## src/rtl/vram_console_writer.sv

```systemverilog
// Console text writer for a linear character VRAM: places printable bytes at the cursor,
// handles CR/LF/BS/FF, and scrolls the screen up one row when the cursor runs off the bottom.
module vram_console_writer #(
    parameter int COLS = 80,
    parameter int ROWS = 30
) (
    input  logic        vclk,
    input  logic        rst_n,
    input  logic [7:0]  in_data,
    input  logic        in_valid,
    output logic        in_ready,
    output logic [11:0] addr,
    output logic [7:0]  din,
    output logic        we,
    input  logic [7:0]  dout,
    output logic [6:0]  cur_col,
    output logic [4:0]  cur_row,
    output logic        busy
);

    // state  | meaning
    // IDLE   | waiting for a byte; only state that accepts input
    // PUT    | single-cycle character write at the cursor
    // SCR_RD | scroll: read source cell one row below destination
    // SCR_WR | scroll: write the read data one row up
    // CLR    | fill with spaces (whole screen, or last row after a scroll)
    typedef enum logic [2:0] {IDLE, PUT, SCR_RD, SCR_WR, CLR} state_t;

    localparam logic [6:0]  LAST_COL      = 7'(COLS - 1);
    localparam logic [4:0]  LAST_ROW      = 5'(ROWS - 1);
    localparam logic [12:0] SRC_START     = 13'(COLS);
    localparam logic [12:0] SRC_END       = 13'(COLS * ROWS);
    localparam logic [11:0] LAST_ADDR     = 12'(COLS * ROWS - 1);
    localparam logic [11:0] LAST_ROW_BASE = 12'((ROWS - 1) * COLS);
    localparam logic [7:0]  SPACE         = 8'h20;

    state_t      state_q;
    logic [6:0]  col_q;
    logic [4:0]  row_q;
    logic [11:0] addr_q;
    logic [7:0]  din_q;
    logic        we_q;
    logic        no_adv_q;
    logic        full_clr_q;
    logic [12:0] src_q;

    logic [11:0] cur_addr_d;
    logic [12:0] src_d;
    logic [11:0] dst_d;

    assign cur_addr_d = 12'(row_q) * 12'(COLS) + 12'(col_q);
    assign src_d      = src_q + 13'd1;
    assign dst_d      = 12'(src_q - SRC_START);

    assign in_ready = (state_q == IDLE);
    assign busy     = (state_q != IDLE);
    assign addr     = addr_q;
    assign we       = we_q;
    assign cur_col  = col_q;
    assign cur_row  = row_q;
    // Synchronous RAM read lands during SCR_WR, so scroll data bypasses the din register.
    assign din      = (state_q == SCR_WR) ? dout : din_q;

    always_ff @(posedge vclk or negedge rst_n) begin
        if (!rst_n) begin
            state_q    <= IDLE;
            col_q      <= '0;
            row_q      <= '0;
            addr_q     <= '0;
            din_q      <= '0;
            we_q       <= 1'b0;
            no_adv_q   <= 1'b0;
            full_clr_q <= 1'b0;
            src_q      <= '0;
        end else begin
            case (state_q)
                IDLE: begin
                    if (in_valid) begin
                        if (in_data >= 8'h20 && in_data != 8'h7F) begin
                            state_q  <= PUT;
                            we_q     <= 1'b1;
                            addr_q   <= cur_addr_d;
                            din_q    <= in_data;
                            no_adv_q <= 1'b0;
                        end else begin
                            case (in_data)
                                8'h0D: col_q <= '0;
                                8'h0A: begin
                                    col_q <= '0;
                                    if (row_q == LAST_ROW) begin
                                        state_q <= SCR_RD;
                                        src_q   <= SRC_START;
                                        addr_q  <= 12'(COLS);
                                    end else begin
                                        row_q <= row_q + 5'd1;
                                    end
                                end
                                8'h08: begin
                                    if (col_q != 7'd0) begin
                                        col_q    <= col_q - 7'd1;
                                        state_q  <= PUT;
                                        we_q     <= 1'b1;
                                        addr_q   <= cur_addr_d - 12'd1;
                                        din_q    <= SPACE;
                                        no_adv_q <= 1'b1;
                                    end
                                end
                                8'h0C: begin
                                    state_q    <= CLR;
                                    we_q       <= 1'b1;
                                    addr_q     <= '0;
                                    din_q      <= SPACE;
                                    full_clr_q <= 1'b1;
                                end
                                default: ;
                            endcase
                        end
                    end
                end
                PUT: begin
                    we_q    <= 1'b0;
                    state_q <= IDLE;
                    if (!no_adv_q) begin
                        if (col_q != LAST_COL) begin
                            col_q <= col_q + 7'd1;
                        end else begin
                            col_q <= '0;
                            if (row_q == LAST_ROW) begin
                                state_q <= SCR_RD;
                                src_q   <= SRC_START;
                                addr_q  <= 12'(COLS);
                            end else begin
                                row_q <= row_q + 5'd1;
                            end
                        end
                    end
                end
                SCR_RD: begin
                    state_q <= SCR_WR;
                    addr_q  <= dst_d;
                    we_q    <= 1'b1;
                end
                SCR_WR: begin
                    src_q <= src_d;
                    if (src_d == SRC_END) begin
                        state_q    <= CLR;
                        addr_q     <= LAST_ROW_BASE;
                        din_q      <= SPACE;
                        we_q       <= 1'b1;
                        full_clr_q <= 1'b0;
                    end else begin
                        state_q <= SCR_RD;
                        addr_q  <= src_d[11:0];
                        we_q    <= 1'b0;
                    end
                end
                CLR: begin
                    if (addr_q == LAST_ADDR) begin
                        state_q <= IDLE;
                        we_q    <= 1'b0;
                        if (full_clr_q) begin
                            col_q <= '0;
                            row_q <= '0;
                        end
                    end else begin
                        addr_q <= addr_q + 12'd1;
                    end
                end
                default: state_q <= IDLE;
            endcase
        end
    end

endmodule

```

## config.mk

```make
export PLATFORM = sky130hd
export DESIGN_NAME = vram_console_writer
export DESIGN_NICKNAME = d
export VERILOG_FILES = /design/src/rtl/vram_console_writer.sv
export SDC_FILE = /design/constraint.sdc
export NUM_CORES = 1
export LEC_CHECK = 0
export CORE_UTILIZATION = 44
export DETAILED_ROUTE_END_ITERATION = 10
export PLACE_DENSITY_LB_ADDON = 0.12
export SLEW_MARGIN = 20
export SYNTH_ARGS = -nofsm -noshare
export SYNTH_HDL_FRONTEND = slang
export SYNTH_SLANG_ARGS = --single-unit
export TNS_END_PERCENT = 50
```

## constraint.sdc

```tcl
create_clock -name vclk -period 6.8 [get_ports vclk]
set_input_delay 0.68 -clock vclk [delete_from_list [all_inputs] [get_ports vclk]]
set_output_delay 0.68 -clock vclk [all_outputs]
set_load 0.03 [all_outputs]
```

[Word level (Yosys, flattened, before mapping)]
Index checks and enable logic that the tools add are counted.
Operators by class
  bitwise operators: 0
  muxes and demuxes: 67
  shifts and indexed selects: 0
  equality and inequality tests: 29
  multipliers: 1
  div/mod/pow operators: 0
  add/subtract/negate cells: 8
  reductions and logical operators: 20
  magnitude comparators: 1
Operators with widths (number)
  2-to-1 mux 12 bit: 8
  2-to-1 mux 13 bit: 6
  one-hot mux 12 bit (5 select lines): 1
  2-to-1 mux 7 bit: 7
  2-to-1 mux 5 bit: 8
  2-to-1 mux 8 bit: 5
  one-hot mux 13 bit (3 select lines): 1
  one-hot mux 12 bit (3 select lines): 1
  equality test 8 x 4 -> 1 bit, second input constant: 4
  one-hot mux 8 bit (2 select lines): 2
  one-hot mux 7 bit (3 select lines): 1
  AND reduction 5 bit: 4
  2-to-1 mux 3 bit: 6
  AND reduction 8 bit: 2
  one-hot mux 3 bit (5 select lines): 1
  one-hot mux 5 bit (3 select lines): 1
  inequality test 2 bit, second input constant: 7
  one-hot mux 7 bit (2 select lines): 1
  adder 13 x 1 -> 13 bit, second input constant: 1
  equality test 13 x 12 -> 1 bit, second input constant: 1
  adder 12 x 1 -> 12 bit, second input constant: 1
  adder 12 x 7 -> 12 bit: 1
  equality test 12 bit, second input constant: 1
  subtractor 12 x 1 -> 12 bit, second input constant: 1
  other kinds (33): 54
Storage, ports and cells
  memories: 0
  bits in latches: 0
  bits in writable memories: 0
  ROM bits: 0
  bits in registers: 51
  output and inout bits: 35

[Logic depth before layout (Yosys ltp)]
  depth in word-level cells: 8
  depth in mapped cells: 10
  mapped depth without buffers: 10

[Worst setup path after synthesis]
No wires, ideal clock.
  path kind: reg-to-reg
  from: register row_q[1] (netlist: cur_row[1])
  to: register addr_q[11] (netlist: addr[11])
  path buffers: 0
  clock period less this slack: 2.854 ns
  data arrival time: 2.719 ns
  path slack: 3.946 ns
  cell stages (with the launch flop): 11
  path through: dfrtp_1 > ha_1 > ha_1 > fa_1 > xor2_1 > o2111ai_1 > a21boi_0 > a2bb2oi_1 > nor3_1 > mux2i_1 > a32oi_1
Between the ends
  word-level cells in the longest chain between the ends: 8
Ends and longest elaborated chain
  from (decl): line 39  | logic [4:0] row_q;
  from (signal assigned): line 95  | row_q <= row_q + 5'd1;
  from (signal assigned): line 133  | row_q <= row_q + 5'd1;
  multiplier 5 x 3 -> 8 bit: line 51  | assign cur_addr_d = 12'(row_q) * 12'(COLS) + 12'(col_q);
  adder 12 x 7 -> 12 bit: line 51
  subtractor 12 x 1 -> 12 bit: line 103  | addr_q <= cur_addr_d - 12'd1;
  2-to-1 mux 12 bit: line 99  | if (col_q != 7'd0) begin
  one-hot mux 12 bit (3 select lines): line 86  | case (in_data)
  2-to-1 mux 12 bit: line 79  | if (in_data >= 8'h20 && in_data != 8'h7F) begin
  2-to-1 mux 12 bit: line 78  | if (in_valid) begin
  one-hot mux 12 bit (5 select lines) (*): line 76  | case (state_q)
  to (signal assigned): line 82  | addr_q <= cur_addr_d;
  to (signal assigned): line 93  | addr_q <= 12'(COLS);
  to (signal assigned): line 103
  to (decl): line 40  | logic [11:0] addr_q;
Every way passes the cells marked *; elsewhere a longest branch is shown, timed or not. The select of a mux whose other input is x is not followed.
A chain may end at the register's enable or synchronous reset.

[Worst setup path in the final report]
  from: register state_q[1]
  to: output port din[7]
Between the ends
  word-level cells in the longest chain between the ends: 2
Ends and longest elaborated chain
  from (decl): line 37  | state_t state_q;
  from (signal assigned): line 66  | state_q <= IDLE;
  from (signal assigned): line 80  | state_q <= PUT;
  from (signal assigned): line 91  | state_q <= SCR_RD;
  equality test 3 x 2 -> 1 bit: line 62  | assign din = (state_q == SCR_WR) ? dout : din_q;
  2-to-1 mux 8 bit: line 62
  to (decl): line 13  | output logic [7:0] din,
Every way passes these cells.

==> flow_results.org <==
** Layout
- Post-Layout Cell Count :: around 750
- The area growth from synthesis to layout is 14.58%.
- Most used cells in the layout excluding fill and tap cells :: 68 x sky130_fd_sc_hd__nand2_1, 64 x sky130_fd_sc_hd__o21ai_0, 52 x sky130_fd_sc_hd__clkdlybuf4s50_1, 51 x sky130_fd_sc_hd__dfrtp_1, 49 x sky130_fd_sc_hd__nor2_1
- Fraction of layout cells with a size suffix above 1 :: 0.04870
- Measured on the finished design, the core utilization comes to 0.5280.
- 0 antenna diodes ended up in the layout.
- The library cell used most frequently in the layout, excluding fill and tap cells, is sky130_fd_sc_hd__nand2_1.
- Post-layout net count :: 654

** Global routing
- Overall overflow remaining after global route :: 0
- The first global-routing pass estimated between 20 and 25 mm of wire.
- M2 GR Usage :: 0.4200
- Number of antenna violations at the first check in global routing :: 0
- GRT Total Usage :: 0.2656
- For met1 alone, demand over resource in global routing was 0.3785.
- In this run the most used layer during global routing was met2.
- In the global route stage, met3 resource usage came out at 0.03008.
- Vias in the first global route :: between 4000 and 5000
- Maximum number of pins on one net before global-route repair :: 52

** Timing
- Remaining max-slew budget at the tightest pin :: 0.3173
- Setup TNS :: 0 ps
- Final critical-path share of the clock period :: 0.5636
- Actual slew at the worst max-slew pin :: roughly 1000 ps
- Final Hold Viols :: 0
- The number of max-slew violations in the final report was 0.
- RSZ-0062 raised after global routing :: false
- Counting I/O delays and the setup requirement, the final critical path takes 3833 ps.
- Worst Skew :: between 7 and 8 ps
- Setup violations remaining at the end of the flow were counted as 0.
- Derived from the worst setup path, the maximum achievable clock frequency is between 200 and 300 MHz.

** Critical path
- Crit path DAT :: around 3200 ps
- Grouping stages by cell kind, the critical path spends the most delay in simple AND/OR/NAND/NOR gates.
- The slowest stage of the critical path belongs to the cell sky130_fd_sc_hd__nand2_1.
- In this design, the stage delay of the slowest critical-path cell is 720 ps.
- Data on the critical path is required at its endpoint by 6120 ps.
- Combined buffer and inverter count along the critical path :: 1
- Among the stages of the critical path, the cell type that occurs most often is sky130_fd_sc_hd__nand2_1.
- STA classifies the critical path endpoint as an output port.
- STA classifies the critical path startpoint as a flop.
- Highest fanout seen on the critical path :: 26
- R2R setup slack :: between 3000 and 4000 ps
- Ordered list of cells on the worst path :: nor2b_1 -> nand2_1 -> nand2_1 -> nand2_1 -> clkdlybuf4s50_1
- The worst setup path is of the reg -> out kind.

** Power
- The worst-case IR drop observed on VDD is about 0.28 mV.
- Int Power :: 0.001120 W
- Pwr Total :: roughly 0.0024 W
- Switching power as a share of total power :: 0.5381
- Of the total power, registers draw 0.278.
- Of the total power, the clock network draws 0.092.
- Power spent charging and discharging nets :: between 0.001 and 0.0015 W
- Combinational share of power :: 0.630
- For this design the static power due to leakage is ~2.1 nW.
- Power spread over the standard cell area amounts to approximately 460 nW/um2.

** Floorplanning
- I/O pin cnt :: 54
- The die covers 10790 um2.
- Starting density of the core :: 0.4609
- Cell Rows :: 36
- Horizontal die dimension :: just over 100 um
- In this run the vertical extent of the chip is 103.9 um.
- In this run the standard cell core region covers 9910 um2.

** Placement
- Count of input and output buffers :: 53
- At the end of routability-driven placement, the weighted congestion stood at 0.9210.
- After detailed placement, the design holds a cell count of approximately 740.
- Post-DP HPWL :: between 10 and 15 mm

** Synthesis
- Share of synthesized flip-flops with an asynchronous set or reset :: 1.000
- Fraction of the yosys area taken by sequential cells :: 0.2795
- Yosys printed 0 warnings.
- The most used flip-flop cell after synthesis is sky130_fd_sc_hd__dfrtp_1.
- Avg Cell Area, Syn :: roughly 7.8 um2
- Number of flops mapped to enable cells by yosys :: 0
- Counting every net in the synthesized netlist gives approximately 630.
- Synthesized instance count :: between 500 and 600
- Synth Cell Area :: approximately 4600 um2
- Counting flops and latches in the post-synthesis netlist gives 51.
- The netlist uses approximately 80 different library cells.

** Route
- For this block, the routed nets add up to ~14 mm of wire.
- DRC violation total after the first TritonRoute iteration :: 593
- Final antenna-violating net count :: 0
- Mean number of vias per cell :: between 6 and 7
- For this run, design rule violations remaining after detail routing come to 0.
- Wire per inst :: 19.00 um
- First-pass detailed-route iteration total :: 6
- The final route contains slightly below 5000 vias.

** CTS
- In this run the post-CTS setup repair buffer count came out at 0.
- The H-tree generated during clock tree synthesis spans 2 levels.
- CTS clk-pin slew, worst paths :: ~100 ps
- At the later pin of the worst-skew pair, clock insertion delay measures 310 ps.
- Num CTS Buffers :: 5
- Clock sinks :: a little over 50
- Number of hold buffers added after CTS :: 0
- In this run, post-CTS repair resized a total of 0 instances.
- CTS tree :: yes
- Counting along the longest clock path gives a buffer depth of 2.
- Clock root buffer master :: sky130_fd_sc_hd__clkbuf_8

** Outcome
- Result of the run :: finished clean

** Hold path
- The min-delay analysis places its worst path in the category in -> async.

** Flow run
- Max-cap violations in this run came to 0.
through the flow:
step	instance area (um2)	hold slack [ps]	setup WS, ps
floorplan	4567	384.4	3946
detailed placement	5116	478.0	3230
global placement	5116	482.4	3303
CTS	5229	509.5	3024
finish	5233	458.7	2967
global route	5233	527.8	2682
power by group through the flow:
stage                     sequential [W]  clock, W  combinational [W]
after CTS                       0.000667  0.000227            0.00151
after floorplan                 0.000647         0            0.00105
after global routing            0.000702  0.000240            0.00166
final                           0.000674  0.000222            0.00153
after detailed placement        0.000672         0            0.00150
after global placement          0.000671         0            0.00149
cell type report:
| cell class | count | area (um2) |
|---|---|---|
| repair buffers | 55 | 540.5 |
| clock inverters | 3 | 43.79 |
| inverters | 24 | 90.09 |
| flip-flops and latches | 51 | 1276 |
| well taps | 133 | 166.4 |
| clock buffers | 5 | 68.82 |
| multi-input cells | 478 | 3047 |
| fillers | 962 | 4677 |
Yosys cell counts (3+ instances only):
cell,count,area (um2)
sky130_fd_sc_hd__a32oi_1,5,43.79
sky130_fd_sc_hd__a21oi_1,31,155.2
sky130_fd_sc_hd__o41ai_1,4,35.03
sky130_fd_sc_hd__a211oi_1,4,30.03
sky130_fd_sc_hd__o22ai_1,5,31.28
sky130_fd_sc_hd__nand3_1,22,110.1
sky130_fd_sc_hd__and2_1,5,31.28
sky130_fd_sc_hd__buf_2,12,60.06
sky130_fd_sc_hd__xnor2_1,10,87.58
sky130_fd_sc_hd__and4_1,6,52.55
sky130_fd_sc_hd__inv_1,21,78.83
sky130_fd_sc_hd__or3_1,3,18.77
sky130_fd_sc_hd__and3_1,8,50.05
sky130_fd_sc_hd__a21o_1,4,30.03
sky130_fd_sc_hd__nor2_1,49,183.9
sky130_fd_sc_hd__o21ai_1,7,35.03
sky130_fd_sc_hd__ha_1,18,225.2
sky130_fd_sc_hd__o31ai_1,15,112.6
sky130_fd_sc_hd__nand4_1,11,68.82
sky130_fd_sc_hd__a211o_1,4,35.03
sky130_fd_sc_hd__o211ai_1,6,45.04
sky130_fd_sc_hd__dfrtp_1,51,1276
sky130_fd_sc_hd__nand2b_1,4,25.02
sky130_fd_sc_hd__nand2_1,68,255.2
sky130_fd_sc_hd__mux2i_1,3,30.03
sky130_fd_sc_hd__nor4_1,4,25.02
sky130_fd_sc_hd__nor2b_1,9,56.30
sky130_fd_sc_hd__xor2_1,7,61.31
sky130_fd_sc_hd__a31oi_1,15,93.84
sky130_fd_sc_hd__clkbuf_1,19,71.32
sky130_fd_sc_hd__o21ai_0,64,320.3
sky130_fd_sc_hd__a221oi_1,6,52.55
sky130_fd_sc_hd__nor3_1,19,95.09
sky130_fd_sc_hd__a22o_1,7,61.31
sky130_fd_sc_hd__a22oi_1,3,22.52
sky130_fd_sc_hd__a41oi_1,3,26.28
worst register-to-register path: cells and delay by family (launching register included):
family	cells	cell delay [ps]
fa+ha+maj	3	970
compound gates	4	740
flops	1	490
xor+xnor	1	300
mux	1	250
simple gates	1	240
metal layers:
metal,share of wire,wire (um)
met1,0.44,6228
met2,0.45,6465
met3,0.077,1102
met4,0.031,436
met5,0,0
worst paths after layout:
kind | startpoint | to | depth (start not counted)
setup / recovery | state_q[1] | din[7] | 5
hold reg to reg | full_clr_q | full_clr_q | 1
hold / removal | rst_n | cur_row[3] | 2
min in group vclk | full_clr_q | full_clr_q | 1
max in group asynchronous | rst_n | state_q[1] | 2
setup reg to reg | cur_row[1] | addr[11] | 10
kinds of logic after synthesis:
kind of cell	after synthesis	synth area share
flip-flops	51	0.2795
XOR/XNOR	17	0.03260
buffers and inverters	59	0.05425
AND/OR/NAND/NOR	230	0.2625
AO/OA/AOI/OAI	208	0.3066
adder cells (fa/ha/maj)	20	0.05808
multiplexers	3	0.006576
state kept, by name, summed over array words and instances, names as in the netlist:
register,cells
state_q,3
din_q,8
we,1
cur_col,7
no_adv_q,1
addr,12
src_q,13
full_clr_q,1
cur_row,5
Note: power is estimated with default switching activity, not from simulation.
